File: src/rtl/freq_gate_bcd_sequencer.sv
`timescale 1ns/1ps
// Frequency-meter sequencer: gate window, synchronized edge counting, and 28-step double-dabble to six BCD digits.
// Optional leading-zero blanking output is enabled by defining FREQ_BLANK_LZ_EN.
module freq_gate_bcd_sequencer #(
    parameter int GATE_CYCLES = 50_000_000,
    parameter int BIN_W       = 28,
    parameter int DIGITS      = 6
) (
    input  logic                clk,
    input  logic                rst_a_n,
    input  logic                run,
    input  logic                sample_signal,
    output logic [BIN_W-1:0]    hz,
    output logic [4*DIGITS-1:0] bcd,
    output logic                valid,
    output logic                busy,
    output logic                overflow
`ifdef FREQ_BLANK_LZ_EN
    ,
    output logic [DIGITS-1:0]   blank
`endif
);

    localparam int GCW   = (GATE_CYCLES > 1) ? $clog2(GATE_CYCLES) : 1;
    localparam int SCW   = $clog2(BIN_W);
    localparam int BCD_W = 4 * DIGITS;
    localparam int SH_W  = BCD_W + BIN_W;

    localparam logic [GCW-1:0]   GATE_LAST  = GCW'(GATE_CYCLES - 1);
    localparam logic [SCW-1:0]   SHIFT_LAST = SCW'(BIN_W - 1);
    localparam logic [BIN_W-1:0] CNT_MAX    = {BIN_W{1'b1}};
    localparam logic [BIN_W-1:0] OVF_LIMIT  = BIN_W'(32'd1_000_000);

    typedef enum logic {IDLE = 1'b0, GATE = 1'b1} gate_state_t;
    typedef enum logic [1:0] {C_IDLE = 2'd0, C_SHIFT = 2'd1, C_DONE = 2'd2} conv_state_t;

    function automatic logic [BCD_W-1:0] add3_nibbles(input logic [BCD_W-1:0] d);
        logic [BCD_W-1:0] r;
        r = d;
        for (int i = 0; i < DIGITS; i++) begin
            if (d[4*i +: 4] >= 4'd5) begin
                r[4*i +: 4] = d[4*i +: 4] + 4'd3;
            end else begin
                r[4*i +: 4] = d[4*i +: 4];
            end
        end
        return r;
    endfunction

`ifdef FREQ_BLANK_LZ_EN
    // Digit i blanks only while it and every digit above it are zero; units always shows.
    function automatic logic [DIGITS-1:0] lz_blank(input logic [BCD_W-1:0] d);
        logic [DIGITS-1:0] b;
        logic              hi_zero;
        b       = '0;
        hi_zero = 1'b1;
        for (int i = DIGITS - 1; i >= 1; i--) begin
            hi_zero = hi_zero & (d[4*i +: 4] == 4'd0);
            b[i]    = hi_zero;
        end
        b[0] = 1'b0;
        return b;
    endfunction
`endif

    logic              s1_r, s2_r, s3_r;
    logic              edge_s;
    gate_state_t       gate_state_r, gate_next_s;
    logic              gate_end_s;
    logic [GCW-1:0]    gate_cnt_r;
    logic [BIN_W-1:0]  edge_cnt_r;
    logic [BIN_W-1:0]  final_cnt_s;
    logic [BIN_W-1:0]  hz_r;
    conv_state_t       conv_state_r, conv_next_s;
    logic [SCW-1:0]    shift_cnt_r;
    logic [SH_W-1:0]   shift_r;
    logic [SH_W-1:0]   shift_adj_s;
    logic [SH_W-1:0]   shift_step_s;
    logic [BCD_W-1:0]  bcd_r;
    logic              valid_r;
    logic              busy_r;
    logic              ovf_r;
`ifdef FREQ_BLANK_LZ_EN
    logic [DIGITS-1:0] blank_r;
`endif

    // Two-flop synchronizer plus one delay stage for rising-edge detection.
    always_ff @(posedge clk or negedge rst_a_n) begin
        if (!rst_a_n) begin
            s1_r <= 1'b0;
            s2_r <= 1'b0;
            s3_r <= 1'b0;
        end else begin
            s1_r <= sample_signal;
            s2_r <= s1_r;
            s3_r <= s2_r;
        end
    end

    assign edge_s = s2_r & ~s3_r;

    // Gate FSM next state and terminal-cycle decode; dropping run abandons the window.
    always_comb begin
        gate_next_s = gate_state_r;
        gate_end_s  = 1'b0;
        case (gate_state_r)
            IDLE: begin
                if (run) begin
                    gate_next_s = GATE;
                end else begin
                    gate_next_s = IDLE;
                end
            end
            GATE: begin
                if (!run) begin
                    gate_next_s = IDLE;
                end else begin
                    gate_next_s = GATE;
                    gate_end_s  = (gate_cnt_r == GATE_LAST);
                end
            end
            default: gate_next_s = IDLE;
        endcase
    end

    // Count including the current cycle's edge, saturating at all-ones.
    always_comb begin
        if (edge_s && (edge_cnt_r != CNT_MAX)) begin
            final_cnt_s = edge_cnt_r + BIN_W'(1'b1);
        end else begin
            final_cnt_s = edge_cnt_r;
        end
    end

    // Gate state register.
    always_ff @(posedge clk or negedge rst_a_n) begin
        if (!rst_a_n) begin
            gate_state_r <= IDLE;
        end else begin
            gate_state_r <= gate_next_s;
        end
    end

    // Window counters and hz latch; counters restart without a dead cycle at window end.
    always_ff @(posedge clk or negedge rst_a_n) begin
        if (!rst_a_n) begin
            gate_cnt_r <= '0;
            edge_cnt_r <= '0;
            hz_r       <= '0;
        end else if ((gate_state_r == GATE) && run) begin
            if (gate_end_s) begin
                gate_cnt_r <= '0;
                edge_cnt_r <= '0;
                hz_r       <= final_cnt_s;
            end else begin
                gate_cnt_r <= gate_cnt_r + GCW'(1'b1);
                edge_cnt_r <= final_cnt_s;
            end
        end else begin
            gate_cnt_r <= '0;
            edge_cnt_r <= '0;
        end
    end

    // Conversion FSM next state; once started it always runs to completion.
    always_comb begin
        conv_next_s = conv_state_r;
        case (conv_state_r)
            C_IDLE: begin
                if (gate_end_s) begin
                    conv_next_s = C_SHIFT;
                end else begin
                    conv_next_s = C_IDLE;
                end
            end
            C_SHIFT: begin
                if (shift_cnt_r == SHIFT_LAST) begin
                    conv_next_s = C_DONE;
                end else begin
                    conv_next_s = C_SHIFT;
                end
            end
            C_DONE:  conv_next_s = C_IDLE;
            default: conv_next_s = C_IDLE;
        endcase
    end

    // Conversion state register.
    always_ff @(posedge clk or negedge rst_a_n) begin
        if (!rst_a_n) begin
            conv_state_r <= C_IDLE;
        end else begin
            conv_state_r <= conv_next_s;
        end
    end

    // One double-dabble step: adjust BCD nibbles, then shift the whole scratch left.
    assign shift_adj_s  = {add3_nibbles(shift_r[SH_W-1 -: BCD_W]), shift_r[BIN_W-1:0]};
    assign shift_step_s = shift_adj_s << 1'b1;

    // Conversion datapath and published results.
    always_ff @(posedge clk or negedge rst_a_n) begin
        if (!rst_a_n) begin
            shift_r     <= '0;
            shift_cnt_r <= '0;
            bcd_r       <= '0;
            valid_r     <= 1'b0;
            busy_r      <= 1'b0;
            ovf_r       <= 1'b0;
`ifdef FREQ_BLANK_LZ_EN
            blank_r     <= {{(DIGITS-1){1'b1}}, 1'b0};
`endif
        end else begin
            valid_r <= 1'b0;
            case (conv_state_r)
                C_IDLE: begin
                    if (gate_end_s) begin
                        shift_r     <= {{BCD_W{1'b0}}, final_cnt_s};
                        shift_cnt_r <= '0;
                        busy_r      <= 1'b1;
                    end
                end
                C_SHIFT: begin
                    shift_r     <= shift_step_s;
                    shift_cnt_r <= shift_cnt_r + SCW'(1'b1);
                    if (shift_cnt_r == SHIFT_LAST) begin
                        busy_r  <= 1'b0;
                        valid_r <= 1'b1;
                        if (hz_r >= OVF_LIMIT) begin
                            bcd_r   <= {DIGITS{4'h9}};
                            ovf_r   <= 1'b1;
`ifdef FREQ_BLANK_LZ_EN
                            blank_r <= '0;
`endif
                        end else begin
                            bcd_r   <= shift_step_s[SH_W-1 -: BCD_W];
                            ovf_r   <= 1'b0;
`ifdef FREQ_BLANK_LZ_EN
                            blank_r <= lz_blank(shift_step_s[SH_W-1 -: BCD_W]);
`endif
                        end
                    end
                end
                C_DONE: begin
                    busy_r <= 1'b0;
                end
                default: begin
                    busy_r <= 1'b0;
                end
            endcase
        end
    end

    assign hz       = hz_r;
    assign bcd      = bcd_r;
    assign valid    = valid_r;
    assign busy     = busy_r;
    assign overflow = ovf_r;
`ifdef FREQ_BLANK_LZ_EN
    assign blank    = blank_r;
`endif

endmodule

File: config.mk
export PLATFORM = sky130hd
export DESIGN_NAME = freq_gate_bcd_sequencer
export DESIGN_NICKNAME = d
export VERILOG_FILES = /design/src/rtl/freq_gate_bcd_sequencer.sv
export SDC_FILE = /design/constraint.sdc
export NUM_CORES = 1
export LEC_CHECK = 0
export CORE_MARGIN = 2
export CORE_UTILIZATION = 40
export CTS_CLUSTER_DIAMETER = 150
export CTS_CLUSTER_SIZE = 20
export DETAILED_ROUTE_END_ITERATION = 6
export PLACE_DENSITY_LB_ADDON = 0.05
export SLEW_MARGIN = 10
export SYNTH_ARGS = -nofsm -noshare
export SYNTH_HDL_FRONTEND = slang
export SYNTH_SLANG_ARGS = --single-unit
File: constraint.sdc
create_clock -name clk -period 4.4 [get_ports clk]
set_clock_uncertainty 0.05 [all_clocks]
set_input_delay 0.88 -clock clk [delete_from_list [all_inputs] [get_ports clk]]
set_output_delay 0.88 -clock clk [all_outputs]
set_load 0.1 [all_outputs]
==> impl_metrics.tcl, run 1 <==
set metrics [dict create \
    status "complete, no violations" \
    numCtsBuffers 17 \
    tritoncts "built" \
    crit_chain "clkdlybuf4s50_1" \
    start_util 0.406 \
    vias 5936 \
    pwr-share-comb 0.017 \
    worst_setup_path_end_kind "output port" \
    first_pass_iters 6 \
    max_slew_margin 0.232 \
    yosys_warnings 0 \
    cts_buffer_depth 2 \
    synthFlopType "dfrtp_1" \
    grt_pass1_wl_um 32000 \
    fin_tns_setup_ns 0 \
    syn_area_sq_um 7850 \
    fin_crit_sh 0.738 \
    hold_viol 0 \
    rows 51 \
    via_per_inst 5.39 \
    cts_sinks 171 \
    antenna_cells 0 \
    ctsHoldBuffers 0 \
    p_int_mw 2.43 \
    routed_wirelength_um 19100 \
    place_hpwl_um 12900 \
    root_buffer "clkbuf_16" \
    cp_num_buf_inv 1 \
    syn2layout_area_growth_pct 18.0 \
    rsz0062_at_grt "false" \
    start_kind "register" \
    seqPwrFrac 0.501 \
    die_area_sq_um 20800 \
    gp_congestion 0.841 \
    drv_cap 0 \
    p_leak_nw 3.80 \
    die_w_um 144 \
    crit_required_ns 3.47 \
    worst-path-max-fanout 12 \
    synthCells 771 \
    drc 0 \
    ys_seq_area_frac 0.545 \
    first_global_vias 5986 \
    cpPeakStageDelay_ns 1.26 \
    postRouteAntennaNets 0 \
    synth.distinct_cells 56 \
    coreArea_sq_um 19300 \
    clk_latency_ns 0.43 \
    grt-ovfl-total 0 \
    io_pins 59 \
    finalMaxSlewViolations 0 \
    grt_use_total 0.199 \
    ys_ff_latch 171 \
    antenna_found_initial 0 \
    port_buffers 58 \
    fill_cells 1812 \
    htree_levels 4 \
    synth-edff-count 0 \
    final-setup-viol-count 0 \
    avgRoutedWirePerCell_um 17.3 \
    slowest_stage "clkdlybuf4s50_1" \
    syn_nets 790 \
    clock_power_share 0.482 \
    p_sw_frac 0.229 \
    postCtsSetupBuffers 0 \
    die_h_um 144 \
    synth.avg_cell_area_sq_um 10.2 \
    cts_resized 0 \
    finalPower_mw 3.15 \
    ir_drop_uv 275 \
    grt_max_degree 90 \
    arrival_ns 2.32 \
    drt_iter0_markers 371 \
    crit_family "buffers and inverters" \
    fin_crit_ns 3.25 \
    hold_class "reg -> reg" \
    powerDensity_nw_per_um2 340 \
    clk_pin_slew_ns 0.07 \
    final_nets 842 \
    timing.fmax_ghz 0.308 \
    power.switching_mw 0.722 \
    drive_gt1_frac 0.0778 \
    worst_pin_slew_ns 1.14 \
    synth-async-reset-ratio 1.00 \
    crit_type "reg -> out" \
]
## per-stage QoR
| step | setup slack [ns] | cells | util | hold slack (ns) | area (sq um) |
|---|---|---|---|---|---|
| 2_1_floorplan | 1.95 | 771 | - | 0.281 | 7850 |
| 3_3_place_gp | 1.06 | 1069 | 0.449 | 0.283 | 8680 |
| 3_5_place_dp | 0.988 | 1069 | 0.449 | 0.300 | 8680 |
| 4_1_cts | 1.13 | 1101 | 0.479 | 0.315 | 9270 |
| 5_1_grt | 0.960 | 1101 | 0.479 | 0.323 | 9270 |
| 6_report | 1.15 | 1101 | 0.479 | 0.310 | 9270 |
## cells in the mapped netlist, types with 6 or more instances
master,n,area (sq um)
dfrtp_1,171,4280
nor2_1,92,345
nand2_1,79,297
o21ai_0,39,195
a21oi_1,36,180
xor2_1,34,298
nand3_1,26,130
nand4_1,24,150
o21ai_1,23,115
inv_1,22,82.6
xnor2_1,22,193
a22o_1,19,166
o22ai_1,19,119
clkbuf_1,17,63.8
ha_1,15,188
nor3_1,15,75.1
nor4_1,9,56.3
and3_1,8,50.1
mux2i_1,8,80.1
buf_2,7,35.0
nand2b_1,7,43.8
a22oi_1,6,45.0
## state kept, by name (all words and copies together), names as in the netlist, 2 cells and up
| name | flops |
|---|---|
| bcd | 24 |
| conv_state_r | 2 |
| edge_cnt_r | 28 |
| gate_cnt_r | 26 |
| hz | 28 |
| shift_cnt_r | 5 |
| shift_r | 52 |
## power groups by stage
| stage | Sequential (mW) | Combinational, mW | Clock, mW |
|---|---|---|---|
| after floorplan | 1.61 | 0.0135 | 0 |
| after global placement | 1.61 | 0.0557 | 0 |
| after detailed placement | 1.61 | 0.0574 | 0 |
| after CTS | 1.58 | 0.0574 | 1.54 |
| after global routing | 1.58 | 0.0636 | 1.62 |
| final | 1.58 | 0.0541 | 1.52 |
## cell type report
type	instances	area [sq um]	share of cell area
inverters	22	82.6	0.00891
well taps	265	332	0.0358
flip-flops and latches	171	4280	0.462
clock buffers	17	425	0.0459
multi-input cells	544	3320	0.359
clock inverters	15	163	0.0176
repair buffers	67	662	0.0714
## cells in the final DEF (no fill, tap or decap), drive strengths merged, types with 2 or more instances in the layout
cell / count
a21oi: 37
o21ai: 62
mux2i: 8
a31oi: 5
nor2b: 3
a211oi: 2
buf: 10
xnor2: 22
a22oi: 11
bufinv: 2
or4bb: 2
nor3: 15
o211ai: 4
clkinvlp: 3
clkdlybuf4s50: 57
clkbuf: 17
nand2: 79
o22ai: 19
or2: 3
xor2: 34
or4: 5
nand2b: 7
nand3: 28
nand4: 25
nor4: 13
dfrtp: 171
nor2: 92
and2: 3
or3: 2
nor3b: 5
ha: 15
nor4b: 3
clkinv: 5
inv: 27
o31ai: 2
and4: 3
and3: 8
a22o: 19
## logic make-up (layout without fill, tap and decap cells)
group           count (synthesis)  count (layout)  synth area share
fa+ha+maj                      15              15            0.0239
compound gates                167             167             0.134
xor+xnor                       56              56            0.0625
simple gates                  298             298             0.192
mux                             8               8            0.0102
buf+inv                        56             121            0.0327
flops                         171             171             0.545
## per-layer routing
layer	track usage	wire length [um]	up-vias
li1	-	-	2826
met1	0.284	9310	2965
met2	0.312	8850	126
met3	0.0311	670	19
met4	0.0624	260	0
met5	0	0	-
## final timing paths
check / slack (ns) / to / from / cells past startpoint
max: 1.15 / valid / conv_state_r[1] / 1
min: 0.31 / s2_r / s1_r / 0
max reg2reg: 1.25 / hz[21] / edge_cnt_r[11] / 6
min reg2reg: 0.31 / s2_r / s1_r / 0
max in group asynchronous: 2.88 / edge_cnt_r[25] / rst_a_n / 2
min in group asynchronous: 0.45 / shift_r[41] / rst_a_n / 1
Power figures use the tool's default switching activity.
==> inputs of run 2 (changes only) <==
clock period = 3.05 ns   (was 4.4 ns; I/O delays follow)
==> run 2 against run 1 <==
Register-to-register slack worse by 0.65 ns. Combinational power rose by 60%. Total power increased by 48%. Sequential share of layout area down 0.51 points. Largest power group is now clock. Highest routed layer unchanged.
==> impl_metrics.tcl, run 2 (synthesized netlist as in run 1, its figures left out) <==
set metrics [dict create \
    status "complete, no violations" \
    fin_crit_sh 0.804 \
    rr_startpoint "gate_cnt_r[8]" \
    root_buffer "clkbuf_16" \
    worst-path-max-fanout 13 \
    crit_required_ns 3.35 \
    rows 51 \
    fin_util 0.485 \
    max_slew_margin 0.505 \
    crit_type "reg -> reg" \
    powerDensity_nw_per_um2 499 \
    die_area_sq_um 20800 \
    fin_crit_ns 2.45 \
    start_util 0.406 \
    grt_use_total 0.195 \
    use_met3 0.0325 \
    routed_wirelength_um 19400 \
    numCtsBuffers 17 \
    arrival_ns 2.75 \
    worst_setup_path_end_kind "register" \
    tritoncts "built" \
    syn2layout_area_growth_pct 19.3 \
    p_leak_nw 4.02 \
    final_nets 863 \
    vias 6033 \
    first_pass_iters 5 \
    grt_pass1_wl_um 31200 \
    fin_tns_setup_ns 0 \
    antenna_found_initial 0 \
    postRouteAntennaNets 0 \
    first_global_vias 5823 \
    via_per_inst 5.39 \
    ctsHoldBuffers 0 \
    worstRegToRegCells 7 \
    timing.fmax_ghz 0.408 \
    cts_buffer_depth 2 \
    finalMaxSlewViolations 0 \
    coreArea_sq_um 19300 \
    drc 0 \
    io_pins 59 \
    postCtsSetupBuffers 0 \
    htree_levels 4 \
    start_kind "register" \
    ir_drop_uv 416 \
    grt_max_degree 77 \
    hold_viol 0 \
    antenna_cells 0 \
    largest_register_ffs 52 \
    rsz0062_at_grt "false" \
    place_hpwl_um 13400 \
    cts_sinks 171 \
    gp_congestion 0.854 \
    mostFrequentLayoutCell "dfrtp_1" \
    drv_cap 0 \
    grtUsageMet1 0.270 \
    die_h_um 144 \
    worst_r2r_endpoint "shift_r[25]" \
    avgRoutedWirePerCell_um 17.3 \
    grt-ovfl-total 0 \
    die_w_um 144 \
    clk_pin_slew_ns 0.06 \
    startpoint "gate_cnt_r[8]" \
    met2_usage 0.316 \
    final-setup-viol-count 0 \
    port_buffers 58 \
    cts_resized 0 \
    clk_latency_ns 0.43 \
    r2r_setup_slack_ns 0.60 \
    crit_end "shift_r[25]" \
    worst_pin_slew_ns 0.742 \
    drive_gt1_frac 0.161 \
    regMostFlops "shift_r" \
    hold_class "in -> async" \
    drt_iter0_markers 301 \
    grt_most_used_layer "met2" \
    final_cell_mix "171 x dfrtp_1, 90 x nor2_1, 80 x buf_4, 79 x nand2_1, 39 x o21ai_0" \
    whs_ns 0.185 \
]
[run 2: changes by cell type in the layout (fill, tap and decap cells not counted), sizes merged]
cell	change
buf	+76
clkdlybuf4s50	-55
clkinv	-4
clkbuf	+3
inv	-3
bufinv	+2
[run 2: layer usage]
layer,share of wire,routed length (um),vias up
li1,-,-,2864
met1,0.48,9330,3016
met2,0.47,9150,130
met3,0.034,662,23
met4,0.012,241,0
met5,0,0,-
[run 2: cell type report]
type	instances	area [sq um]
sequential	171	4280
timing repair buffer	88	732
multi-input combinational	544	3320
clock buffer	20	457
fill	1802	9960
clock inverter	10	165
tap	265	332
inverter	22	82.6
[run 2: where the power goes]
part / internal (mW) / leakage, nW / switching (mW)
Combinational: 0.0189 / 1.48 / 0.0677
Clock: 1.41 / 0.295 / 0.906
Sequential: 2.27 / 2.25 / 0.00379
Total: 3.70 / 4.02 / 0.977
[run 2: through the flow]
| stage | cell area [sq um] | power [mW] | setup WS (ns) | cells |
|---|---|---|---|---|
| after CTS | 9370 | 4.73 | 0.580 | 1120 |
| after detailed placement | 8750 | 2.41 | 0.250 | 1090 |
| after global routing | 9370 | 4.85 | 0.430 | 1120 |
| final | 9370 | 4.68 | 0.598 | 1120 |
| after global placement | 8750 | 2.41 | 0.304 | 1090 |
| after floorplan | 7850 | 2.34 | 0.597 | 771 |
[run 2: worst min path at each step]
stage | from | endpoint
2_1_floorplan | rst_a_n | bcd[0]
3_3_place_gp | s1_r | s2_r
3_5_place_dp | s1_r | s2_r
4_1_cts | rst_a_n | bcd[13]
5_1_grt | rst_a_n | bcd[3]
6_report | rst_a_n | bcd[22]
[run 2: worst max-delay path: stages (launching register included)]
cell and delay [ns]:
dfrtp_1 0.44, or4bb_1 0.60, nor4_4 0.33, nand3_2 0.18
a21oi_4 0.37, buf_12 0.18, o22ai_1 0.08, a21oi_1 0.13
==> inputs of run 3 (changes only) <==
clock period = 2.1 ns   (was 3.05 ns; I/O delays follow)
==> run 3 against run 2 <==
The flow now finishes with violations (negative setup slack). Highest routed layer unchanged. Clock power increased by 44%. Sequential share of layout area decreased by 6.8 points. Total power increased by 46%. Critical path type unchanged. Wire length increased by 15%. Cell area increased by 18%.
==> impl_metrics.tcl, run 3 (synthesized netlist as in run 1, its figures left out) <==
set metrics [dict create \
    status "complete, but fails checks" \
    violations "negative setup slack" \
    finalMaxSlewViolations 0 \
    rr_startpoint "gate_cnt_r[16]" \
    place_ws_ns -0.392 \
    clk_pin_slew_ns 0.07 \
    final_nets 986 \
    start_util 0.406 \
    max_slew_margin 0.668 \
    drc 0 \
    mostFrequentLayoutCell "buf_4" \
    htree_levels 4 \
    cts_sinks 171 \
    worstRegToRegCells 8 \
    fin_crit_ns 2.36 \
    root_buffer "clkbuf_16" \
    ir_drop_uv 503 \
    coreArea_sq_um 19300 \
    largest_register_ffs 52 \
    io_pins 59 \
    fin_ws_ns -0.257 \
    worst_r2r_endpoint "shift_cnt_r[3]" \
    min_to "s2_r" \
    tritoncts "built" \
    drt_iter0_markers 417 \
    die_w_um 144 \
    first_pass_iters 4 \
    antenna_cells 0 \
    numCtsBuffers 17 \
    powerDensity_nw_per_um2 618 \
    worst-path-max-fanout 6 \
    rows 51 \
    crit_type "reg -> reg" \
    drive_gt1_frac 0.350 \
    worstHoldStart "s1_r" \
    die_area_sq_um 20800 \
    multi_input_area_sq_um 3760 \
    first_global_vias 6582 \
    p_leak_nw 4.78 \
    syn2layout_area_growth_pct 40.4 \
    fin_crit_sh 1.12 \
    vias 6608 \
    holdPathStages 0 \
    hold_viol 0 \
    avgRoutedWirePerCell_um 17.9 \
    final-setup-viol-count 138 \
    via_per_inst 5.31 \
    routed_wirelength_um 22300 \
    grt_max_degree 51 \
    r2r_setup_slack_ns -0.26 \
    finalPower_mw 6.82 \
    grt_pass1_wl_um 34100 \
    clk_latency_ns 0.43 \
    worst_setup_path_end_kind "register" \
    antenna_found_initial 0 \
    final_cell_mix "174 x buf_4, 167 x dfrtp_1, 78 x nand2_1, 77 x nor2_1, 35 x o21ai_1" \
    start_kind "register" \
    cts_buffer_depth 2 \
    grt-ovfl-total 0 \
    seq_area_sq_um 4290 \
    rsz0062_at_grt "true" \
    postRouteAntennaNets 0 \
    die_h_um 144 \
    port_buffers 58 \
    place_hpwl_um 14300 \
    hold_class "reg -> reg" \
    worst_pin_slew_ns 0.496 \
    drv_cap 0 \
    regMostFlops "shift_r" \
    crit_required_ns 2.37 \
    place_inst 1181 \
    gp_congestion 0.931 \
    timing.fmax_ghz 0.424 \
    grt_use_total 0.214 \
    fill_cells 1662 \
    fin_cells 1245 \
    arrival_ns 2.63 \
]
run 3: cell count changes in the layout (fill, tap and decap cells not counted), sizes merged:
cell and change:
clkinvlp -1, clkbuf +5, dlygate4sd3 +1, bufinv -1, clkinv +4, buf +117
run 3: worst max-delay path by stage:
stage	startpoint	endpoint	slack, ns
detailed placement	run	shift_r[35]	-0.39
CTS	gate_cnt_r[8]	gate_cnt_r[11]	-0.17
finish	gate_cnt_r[16]	shift_cnt_r[3]	-0.26
global placement	run	shift_r[31]	-0.36
global route	gate_cnt_r[8]	shift_cnt_r[2]	-0.34
floorplan	gate_cnt_r[7]	shift_cnt_r[2]	-0.14
run 3: power by group:
group	total, mW	internal, mW	switching (mW)
logic	0.177	0.0601	0.117
registers	3.30	3.30	0.00521
clock network	3.33	1.98	1.35
run 3: metrics by stage:
stage | hold slack [ns] | util | setup TNS, ns | instance area [sq um]
after floorplan | 0.0744 | - | -2.40 | 7880
final | 0.312 | 0.570 | -18.42 | 11000
after global routing | 0.319 | 0.570 | -30.08 | 11000
after CTS | 0.315 | 0.549 | -13.13 | 10600
after global placement | 0.288 | 0.490 | -31.83 | 9480
after detailed placement | 0.289 | 0.490 | -39.14 | 9480
run 3: layout make-up:
cell class              instances  share of cell area
clock buffers                  20              0.0423
clock inverters                12              0.0147
inverters                      22             0.00749
multi-input cells             544               0.341
flip-flops and latches        171               0.389
well taps                     265              0.0301
repair buffers                211               0.176
run 3: routing by layer:
| metal | share of wire | track usage |
|---|---|---|
| met1 | 0.46 | 0.293 |
| met2 | 0.49 | 0.347 |
| met3 | 0.040 | 0.0437 |
| met4 | 0.013 | 0.0593 |
| met5 | 0 | 0 |
run 3: what timing repair did:
action                     in CTS  in global routing
hold endpoints to repair       41                  0
hold buffers                    1                  0
resized for setup              82                 51
setup endpoints to repair     138                162
pin swaps                      26                 24
setup buffers                  12                 11
gates cloned                    3                  7
run 3: worst max-delay path: stages, from the launching register on:
cell	delay (ns)
dfrtp_1	0.39
or4bb_4	0.57
nor4_4	0.33
buf_4	0.18
nand3_4	0.12
buf_6	0.16
a211oi_4	0.24
xnor2_1	0.15
nor2_1	0.06
